`config.mk`:
```
export PLATFORM = sky130hd
export DESIGN_NAME = sr_bank_writer
export DESIGN_NICKNAME = d
export VERILOG_FILES = /design/src/rtl/sr_bank_writer.sv
export SDC_FILE = /design/constraint.sdc
export NUM_CORES = 1
export LEC_CHECK = 0
export ABC_AREA = 1
export CORE_ASPECT_RATIO = 1.1
export CORE_MARGIN = 1
export CORE_UTILIZATION = 42
export CTS_CLUSTER_SIZE = 24
export DETAILED_ROUTE_END_ITERATION = 7
export GPL_ROUTABILITY_DRIVEN = 1
export PLACE_DENSITY = 0.75
export SYNTH_ARGS = -nofsm -noshare
export SYNTH_HDL_FRONTEND = slang
export SYNTH_SLANG_ARGS = --single-unit
```
`constraint.sdc`:
```
create_clock -name i_clock -period 1.1 [get_ports i_clock]
set_input_delay 0.11 -clock i_clock [delete_from_list [all_inputs] [get_ports i_clock]]
set_output_delay 0.11 -clock i_clock [all_outputs]
set_load 0.02 [all_outputs]
```
`src/rtl/sr_bank_writer.sv`:
```
`default_nettype none
// ============================================================================
// Module   : sr_bank_writer
// Purpose  : Setup/pulse/hold write sequencer for a bank of gated SR latches,
//            with read-back verification of the masked bits.
// Revision : 1.0  initial release
// ============================================================================
module sr_bank_writer #(
    parameter int WIDTH        = 8,
    parameter int SETUP_CYCLES = 1,
    parameter int PULSE_CYCLES = 2,
    parameter int HOLD_CYCLES  = 1
) (
    input  logic             i_clock,
    input  logic             i_clear,
    input  logic             i_wr_valid,
    output logic             o_wr_ready,
    input  logic [WIDTH-1:0] i_wr_data,
    input  logic [WIDTH-1:0] i_wr_mask,
    output logic [WIDTH-1:0] o_lat_set,
    output logic [WIDTH-1:0] o_lat_reset,
    output logic             o_lat_gate,
    input  logic [WIDTH-1:0] i_lat_q,
    output logic [WIDTH-1:0] o_rd_data,
    output logic             o_done,
    output logic             o_err
);

    localparam int c_max_n = (SETUP_CYCLES > PULSE_CYCLES)
                           ? ((SETUP_CYCLES > HOLD_CYCLES) ? SETUP_CYCLES : HOLD_CYCLES)
                           : ((PULSE_CYCLES > HOLD_CYCLES) ? PULSE_CYCLES : HOLD_CYCLES);
    localparam int c_cw    = (c_max_n > 1) ? $clog2(c_max_n) : 1;

    localparam logic [c_cw-1:0] c_setup_ld = c_cw'(SETUP_CYCLES - 1);
    localparam logic [c_cw-1:0] c_pulse_ld = c_cw'(PULSE_CYCLES - 1);
    localparam logic [c_cw-1:0] c_hold_ld  = c_cw'(HOLD_CYCLES - 1);

    typedef enum logic [2:0] {
        S_IDLE  = 3'd0,
        S_SETUP = 3'd1,
        S_PULSE = 3'd2,
        S_HOLD  = 3'd3,
        S_CHECK = 3'd4
    } state_t;

    state_t            r_state;
    state_t            w_state_nxt;
    logic [c_cw-1:0]   r_cnt;
    logic [c_cw-1:0]   w_cnt_nxt;
    logic [WIDTH-1:0]  r_dreg;
    logic [WIDTH-1:0]  r_mreg;
    logic [WIDTH-1:0]  w_dreg_nxt;
    logic [WIDTH-1:0]  w_mreg_nxt;
    logic              w_accept;
    logic              w_drive_nxt;
    logic              w_leave_hold;

    assign o_wr_ready   = (r_state == S_IDLE);
    assign w_accept     = i_wr_valid & o_wr_ready;
    assign w_leave_hold = (r_state == S_HOLD) && (r_cnt == '0);
    assign w_dreg_nxt   = w_accept ? i_wr_data : r_dreg;
    assign w_mreg_nxt   = w_accept ? i_wr_mask : r_mreg;

    // One down-counter, reloaded with N-1 whenever a timed state is entered.
    always_comb begin
        w_state_nxt = r_state;
        w_cnt_nxt   = r_cnt;
        case (r_state)
            S_IDLE: begin
                if (w_accept) begin
                    w_state_nxt = S_SETUP;
                    w_cnt_nxt   = c_setup_ld;
                end
            end
            S_SETUP: begin
                if (r_cnt == '0) begin
                    w_state_nxt = S_PULSE;
                    w_cnt_nxt   = c_pulse_ld;
                end else begin
                    w_cnt_nxt   = r_cnt - 1'b1;
                end
            end
            S_PULSE: begin
                if (r_cnt == '0) begin
                    w_state_nxt = S_HOLD;
                    w_cnt_nxt   = c_hold_ld;
                end else begin
                    w_cnt_nxt   = r_cnt - 1'b1;
                end
            end
            S_HOLD: begin
                if (r_cnt == '0) begin
                    w_state_nxt = S_CHECK;
                    w_cnt_nxt   = '0;
                end else begin
                    w_cnt_nxt   = r_cnt - 1'b1;
                end
            end
            S_CHECK: begin
                w_state_nxt = S_IDLE;
                w_cnt_nxt   = '0;
            end
            default: begin
                w_state_nxt = S_IDLE;
                w_cnt_nxt   = '0;
            end
        endcase
    end

    assign w_drive_nxt = (w_state_nxt == S_SETUP) || (w_state_nxt == S_PULSE) ||
                         (w_state_nxt == S_HOLD);

    always_ff @(posedge i_clock or negedge i_clear) begin
        if (!i_clear) begin
            r_state <= S_IDLE;
            r_cnt   <= '0;
        end else begin
            r_state <= w_state_nxt;
            r_cnt   <= w_cnt_nxt;
        end
    end

    // All bank drives come straight from flops keyed on the next state, so the
    // gate is glitch-free and set/reset cannot overlap (d & m vs ~d & m).
    always_ff @(posedge i_clock or negedge i_clear) begin
        if (!i_clear) begin
            r_dreg      <= '0;
            r_mreg      <= '0;
            o_lat_set   <= '0;
            o_lat_reset <= '0;
            o_lat_gate  <= 1'b0;
            o_rd_data   <= '0;
            o_done      <= 1'b0;
            o_err       <= 1'b0;
        end else begin
            r_dreg      <= w_dreg_nxt;
            r_mreg      <= w_mreg_nxt;
            o_lat_set   <= w_drive_nxt ? (w_dreg_nxt & w_mreg_nxt) : '0;
            o_lat_reset <= w_drive_nxt ? (~w_dreg_nxt & w_mreg_nxt) : '0;
            o_lat_gate  <= (w_state_nxt == S_PULSE);
            o_done      <= (w_state_nxt == S_CHECK);
            if (w_accept) begin
                o_err <= 1'b0;
            end else if (w_leave_hold) begin
                o_rd_data <= i_lat_q;
                o_err     <= |((i_lat_q ^ r_dreg) & r_mreg);
            end
        end
    end

endmodule
`default_nettype wire

```
Yosys cells after proc, flatten, opt, wreduce, memory -nomap -nowiden
Index checks and enable logic that the tools add are counted.
{ "word_totals": {"in_bits": 27, "out_inout_bits": 28, "regBits": 47} }
{ "op_classes": {"n_mux": 15, "n_eq_ne": 8, "bitwise": 8, "n_addsub": 1, "n_reduce_logical": 8} }
{ "ops": {"columns": ["cell", "count"], "rows": [
  ["two-way mux 8 bit", 4],
  ["bitwise AND 8 bit", 3],
  ["== test 3 x 2 -> 1 bit (second input constant)", 4],
  ["two-way mux 3 bit", 4],
  ["case mux 3 bit (4 select lines)", 1],
  ["NOT 8 bit", 1],
  ["OR reduction 8 bit", 1],
  ["XOR 8 bit", 1],
  ["== test 3 x 1 -> 1 bit (second input constant)", 2],
  ["two-way mux 1 bit", 5],
  ["== test 3 bit (second input constant)", 1],
  ["logical NOT 3 bit", 1],
  ["case mux 1 bit (3 select lines)", 1],
  ["logical OR 1 bit", 2],
  ["!= test 2 x 1 -> 1 bit (second input constant)", 1],
  ["NOT 1 bit", 2],
  ["AND reduction 2 bit", 1],
  ["nonzero test 2 bit", 1],
  ["OR reduction 2 bit", 1],
  ["bitwise AND 1 bit", 1],
  ["logical AND 1 bit", 1],
  ["subtractor 1 bit (second input constant)", 1]
]} }

Depth between registers and ports, before layout
Gate-level depths: netlist (run 1).
{ "logic_depth": {"ltp_word": 8, "mapped_depth": 8, "mapped_depth_nobuf": 8} }

Least setup slack after synthesis (run 1)
OpenSTA, ideal clock, no wires.
{ "synth_timing": {"kind": "reg-to-reg", "startpoint": "register r_state[2]", "endpoint": "register o_lat_set[0]", "setup_slack_ps": -158, "path_buffers": 1, "synth_period_minus_slack_ps": 1258, "path_stages_with_launch": 8, "arrival_time_ps": 1135, "setup_ps": 124, "cell_sequence": "dfrtp_1 > nor2_1 > nand3_2 > buf_4 > o21ai_1 > inv_1 > nand2_1 > nor2_1"} }
{ "synth_via": {"elab_cells_between_ends": 19, "cone_classes": "eq/ne (6); mux (8); bitwise (2); reduce/logical (3)"} }
{ "synth_rtl": {"columns": ["element", "line_no", "text"], "rows": [
  ["start: declaration", "46", "state_t r_state;"],
  ["start signal: assignment", "118", "r_state <= w_state_nxt;"],
  ["logical NOT 3 bit", "58", "assign o_wr_ready = (r_state == S_IDLE);"],
  ["bitwise AND 1 bit", "59", "assign w_accept = i_wr_valid & o_wr_ready;"],
  ["two-way mux 8 bit", "61", "assign w_dreg_nxt = w_accept ? i_wr_data : r_dreg;"],
  ["via w_dreg_nxt[0]", "52", "logic [WIDTH-1:0] w_dreg_nxt;"],
  ["bitwise AND 8 bit", "138", "o_lat_set <= w_drive_nxt ? (w_dreg_nxt & w_mreg_nxt) : '0;"],
  ["two-way mux 8 bit", "138", null],
  ["end signal: assignment", "138", null],
  ["end: declaration", "20", "output logic [WIDTH-1:0] o_lat_set,"]
]} }
The timed path passes the listed nets, and every way through them passes these cells.
A chain may end at the register's enable or synchronous reset.

Worst setup path after layout (run 1)
{ "layout_timing": {"startpoint": "register r_state[1]", "endpoint": "register o_lat_reset[6]"} }
{ "layout_via": {"elab_cells_between_ends": 20, "cone_classes": "eq/ne (6); mux (8); bitwise (3); reduce/logical (3)"} }
{ "layout_rtl": {"columns": ["element", "line_no", "text"], "rows": [
  ["logical NOT 3 bit", "58", null],
  ["bitwise AND 1 bit", "59", null],
  ["two-way mux 8 bit", "62", "assign w_mreg_nxt = w_accept ? i_wr_mask : r_mreg;"],
  ["via w_mreg_nxt[6]", "53", "logic [WIDTH-1:0] w_mreg_nxt;"],
  ["bitwise AND 8 bit", "139", "o_lat_reset <= w_drive_nxt ? (~w_dreg_nxt & w_mreg_nxt) : '0;"],
  ["two-way mux 8 bit", "139", null],
  ["end signal: assignment", "139", null],
  ["end: declaration", "21", "output logic [WIDTH-1:0] o_lat_reset,"]
]} }
The timed path passes the listed nets, and every way through them passes these cells.

==> results.cfg, run 1 <==
[drt]
vias = 1707
routedLengthMet1_um = 1950
routed.top_layer = met4
route.antenna.remaining_nets = 0
detail_route.first_pass.iterations = 4
wire_per_inst_um = 12.9
drc = 0
postRouteWirelength_um = 4680
met2_wirelength_um = 2450
met3RoutedLength_um = 190
drt-initial-drc-count = 101
vias_per_cell = 4.70

[layout]
multiInputGateArea_um2 = 871
proportion_of_layout_cells_with_a_drive_suffix_above_1_pct = 36.6
fillerInstances = 309
nNetsFinal = 335
syn2layout_area_growth_pct = 61.1
seq_area_um2 = 1180
stdcell_area_um2 = 3180
antenna-diode-count = 0

[cts]
cts-buffers-inserted = 5
cts.htree.levels = 2
clk-insertion-delay-late_ps = 300
cts_tree = built
clkSinkCount = 47
cts-root-buf = clkbuf_8
cts.path.max_buffers = 2
post_cts_clock_slew_at_the_launch_and_capture_registers_of_the_worst_setup_and_hold_paths_ps = 90

[floorplanning]
fp.dieH_um = 73.9
die-width_um = 67.3
core_area_um2 = 4410
die_area_um2 = 4970
initial_core_util_pct = 44.7
row_count = 25
top_level_ports = 55

[power]
irDropWorstVdd_v = 0.00138
power_per_cell_area_nw_per_um2 = 2920
fin_total_pwr_w = 0.00927
power.static_leakage_nw = 1.61

[sta]
finalClockSkew_ps = 7.64
final-hold-violation-count = 0
period_share_pct = 136
max_freq_mhz = 670
rsz0062_at_grt = true
report.final.slew_viol_count = 0
timing.final.crit_period_ps = 1490
finalWorstSetupSlack_ps = -393
finalSetupViolCount = 46
timing.slew.headroom_pct = 82.7
tightestPinTransition_ps = 260

[logic_synthesis]
synthesized_area_fraction_occupied_by_ao_oa_aoi_and_oai_cells_pct = 9.52
syn_area_um2 = 1970
main_combinational_cell_family_by_area_after_synthesis = simple AND/OR/NAND/NOR gates
synth-simple-area-share_pct = 20.3
postSynthCellCount = 224
synth.area.top_cells = dfrtp_1 (60%), nand2_1 (12%), inv_1 (8.0%)
ys_ff_latch = 47
yosysWarnings = 0
syn-mean-instance-area_um2 = 8.80
synth-adder-area-share_pct = 0
post_synth_xor_area_fraction_pct = 0
ys_types = 17
synth_mux_area_share_pct = 0
synth_seq_area_share_pct = 59.6
synth_top_area_share_pct = 59.6
synth.largest_area_cell = dfrtp_1
mappedNetlistNets = 251

[placement]
post_dp_cell_area_um2 = 2740
pre_cts_ws_ps = -318
detailedPlacementHpwl_um = 2850
gp_congestion = 0.745
portBuffers = 54

[global_route]
antenna_found_initial = 0
grt_first_pass_wirelength_um = 7010
overflow = 0
total_routing_usage_gr_pct = 19.2
grt_start_max_net_pins = 48
vias_in_the_first_global_route = 1617

[critical_path]
crit_fanout = 8
sort_of_element_at_the_end_of_the_critical_path = flop
crit_arrival_ps = 1720
worst-endpoint-required_ps = 1330
critPathKind = reg -> reg
reg2reg_depth = 7
crit_path_start_kind = flop

[status]
status = finished, violations left
violations = negative setup slack

[job]
max_cap_violations = 0

[hold_path]
hold_path_class = in -> async
[layer usage]
| layer | vias to the layer above | global-route usage (%) |
|---|---|---|
| li1 | 847 | - |
| met1 | 810 | 24.1 |
| met2 | 44 | 32.6 |
| met3 | 6 | 4.97 |
| met4 | 0 | 4.96 |
| met5 | - | 0 |
[cells in the final DEF (no fill, tap or decap), types with 3 or more instances in the layout]
cell type,instances
buf_12,3
buf_4,14
buf_6,8
clkbuf_16,3
clkbuf_2,12
clkbuf_8,5
clkdlybuf4s15_1,11
clkdlybuf4s15_2,4
clkdlybuf4s50_1,25
dfrtp_1,46
inv_1,29
inv_2,14
nand2_1,46
nand2_2,9
nand2_4,10
nand3_1,8
nor2_1,19
o21ai_0,6
o21ai_2,3
o21ai_4,14
[logic make-up after synthesis]
kind of cell	count (synthesis)
AOI/OAI and AO/OA	30
DFF	47
and+or+nand+nor	99
buffers and inverters	48
[worst paths after layout]
kind / start / end / slack [ps]
max: r_state[1]$_DFF_PN0_ / o_lat_reset[6]$_DFF_PN0_ / -390
min: i_clear / o_lat_reset[6]$_DFF_PN0_ / 300
max reg2reg: r_state[1]$_DFF_PN0_ / o_lat_reset[6]$_DFF_PN0_ / -390
min reg2reg: o_rd_data[6]$_DFFE_PN0P_ / o_rd_data[6]$_DFFE_PN0P_ / 490
max in group asynchronous: i_clear / r_state[2]$_DFF_PN0_ / 550
min in group i_clock: i_wr_mask[7] / r_mreg[7]$_DFF_PN0_ / 380
[stage by stage]
step                hold slack, ps  setup TNS [ps]  utilization (%)  std cells
floorplan                     -186           -2910                -        224
global placement               111           -8510             62.1        344
detailed placement             113           -9210             62.1        344
CTS                            316           -8680             66.1        355
global route                   328          -14570             72.0        363
finish                         304          -11720             72.0        363
[final cells by class]
class / count / share of cell area (%)
Multi-Input combinational cell: 129 / 27.4
Clock inverter: 3 / 0.630
Timing Repair Buffer: 82 / 25.5
Sequential cell: 47 / 37.1
Tap cell: 54 / 2.13
Clock buffer: 5 / 2.17
Inverter: 43 / 5.08
[registers in the layout (all words and copies together), names as in the netlist]
name         cells
o_rd_data        8
r_cnt            1
o_lat_gate       1
o_lat_set        8
r_dreg           8
r_state          3
r_mreg           8
o_done           1
o_lat_reset      8
o_err            1
[worst max-delay path, cell delays in order (launching register included)]
cell       delay, ps
dfrtp_1          420
nor2_4           130
buf_6            100
nand3_4          170
clkbuf_16        240
o21ai_4          140
nand2_1           80
nor2_1           130
[Yosys cell counts (all sizes together)]
cell	n
nand2	65
dfrtp	47
inv	43
o21ai	25
nor2	23
nand3	11
buf	5
a21oi	4
o32ai	1
[repair_timing]
| item | CTS | global route |
|---|---|---|
| endpoints found under the setup margin | 73 | 67 |
| hold buffers | 1 | 0 |
| gates resized for setup | 72 | 75 |
| endpoints found under the hold margin | 47 | 0 |
| gates cloned | 0 | 3 |
| buffers inserted | 2 | 5 |
| pin swaps | 1 | 18 |
[where the power goes]
part | switching [W] | internal, W
registers | 0.000434 | 0.00245
logic | 0.00296 | 0.00240
clock network | 0.000586 | 0.000442
total | 0.00398 | 0.00529
Note: power is estimated with default switching activity, not from simulation.
==> run 2, diff against run 1 <==
--- a/config.mk
+++ b/config.mk
@@ -9,6 +9,7 @@
 export CORE_ASPECT_RATIO = 1.1
 export CORE_MARGIN = 1
 export CORE_UTILIZATION = 42
+export CTS_CLUSTER_DIAMETER = 80
 export CTS_CLUSTER_SIZE = 24
 export DETAILED_ROUTE_END_ITERATION = 7
 export GPL_ROUTABILITY_DRIVEN = 1
==> results of run 2 <==
No change in the layout: final DEF, timing and power equal those of run 1.
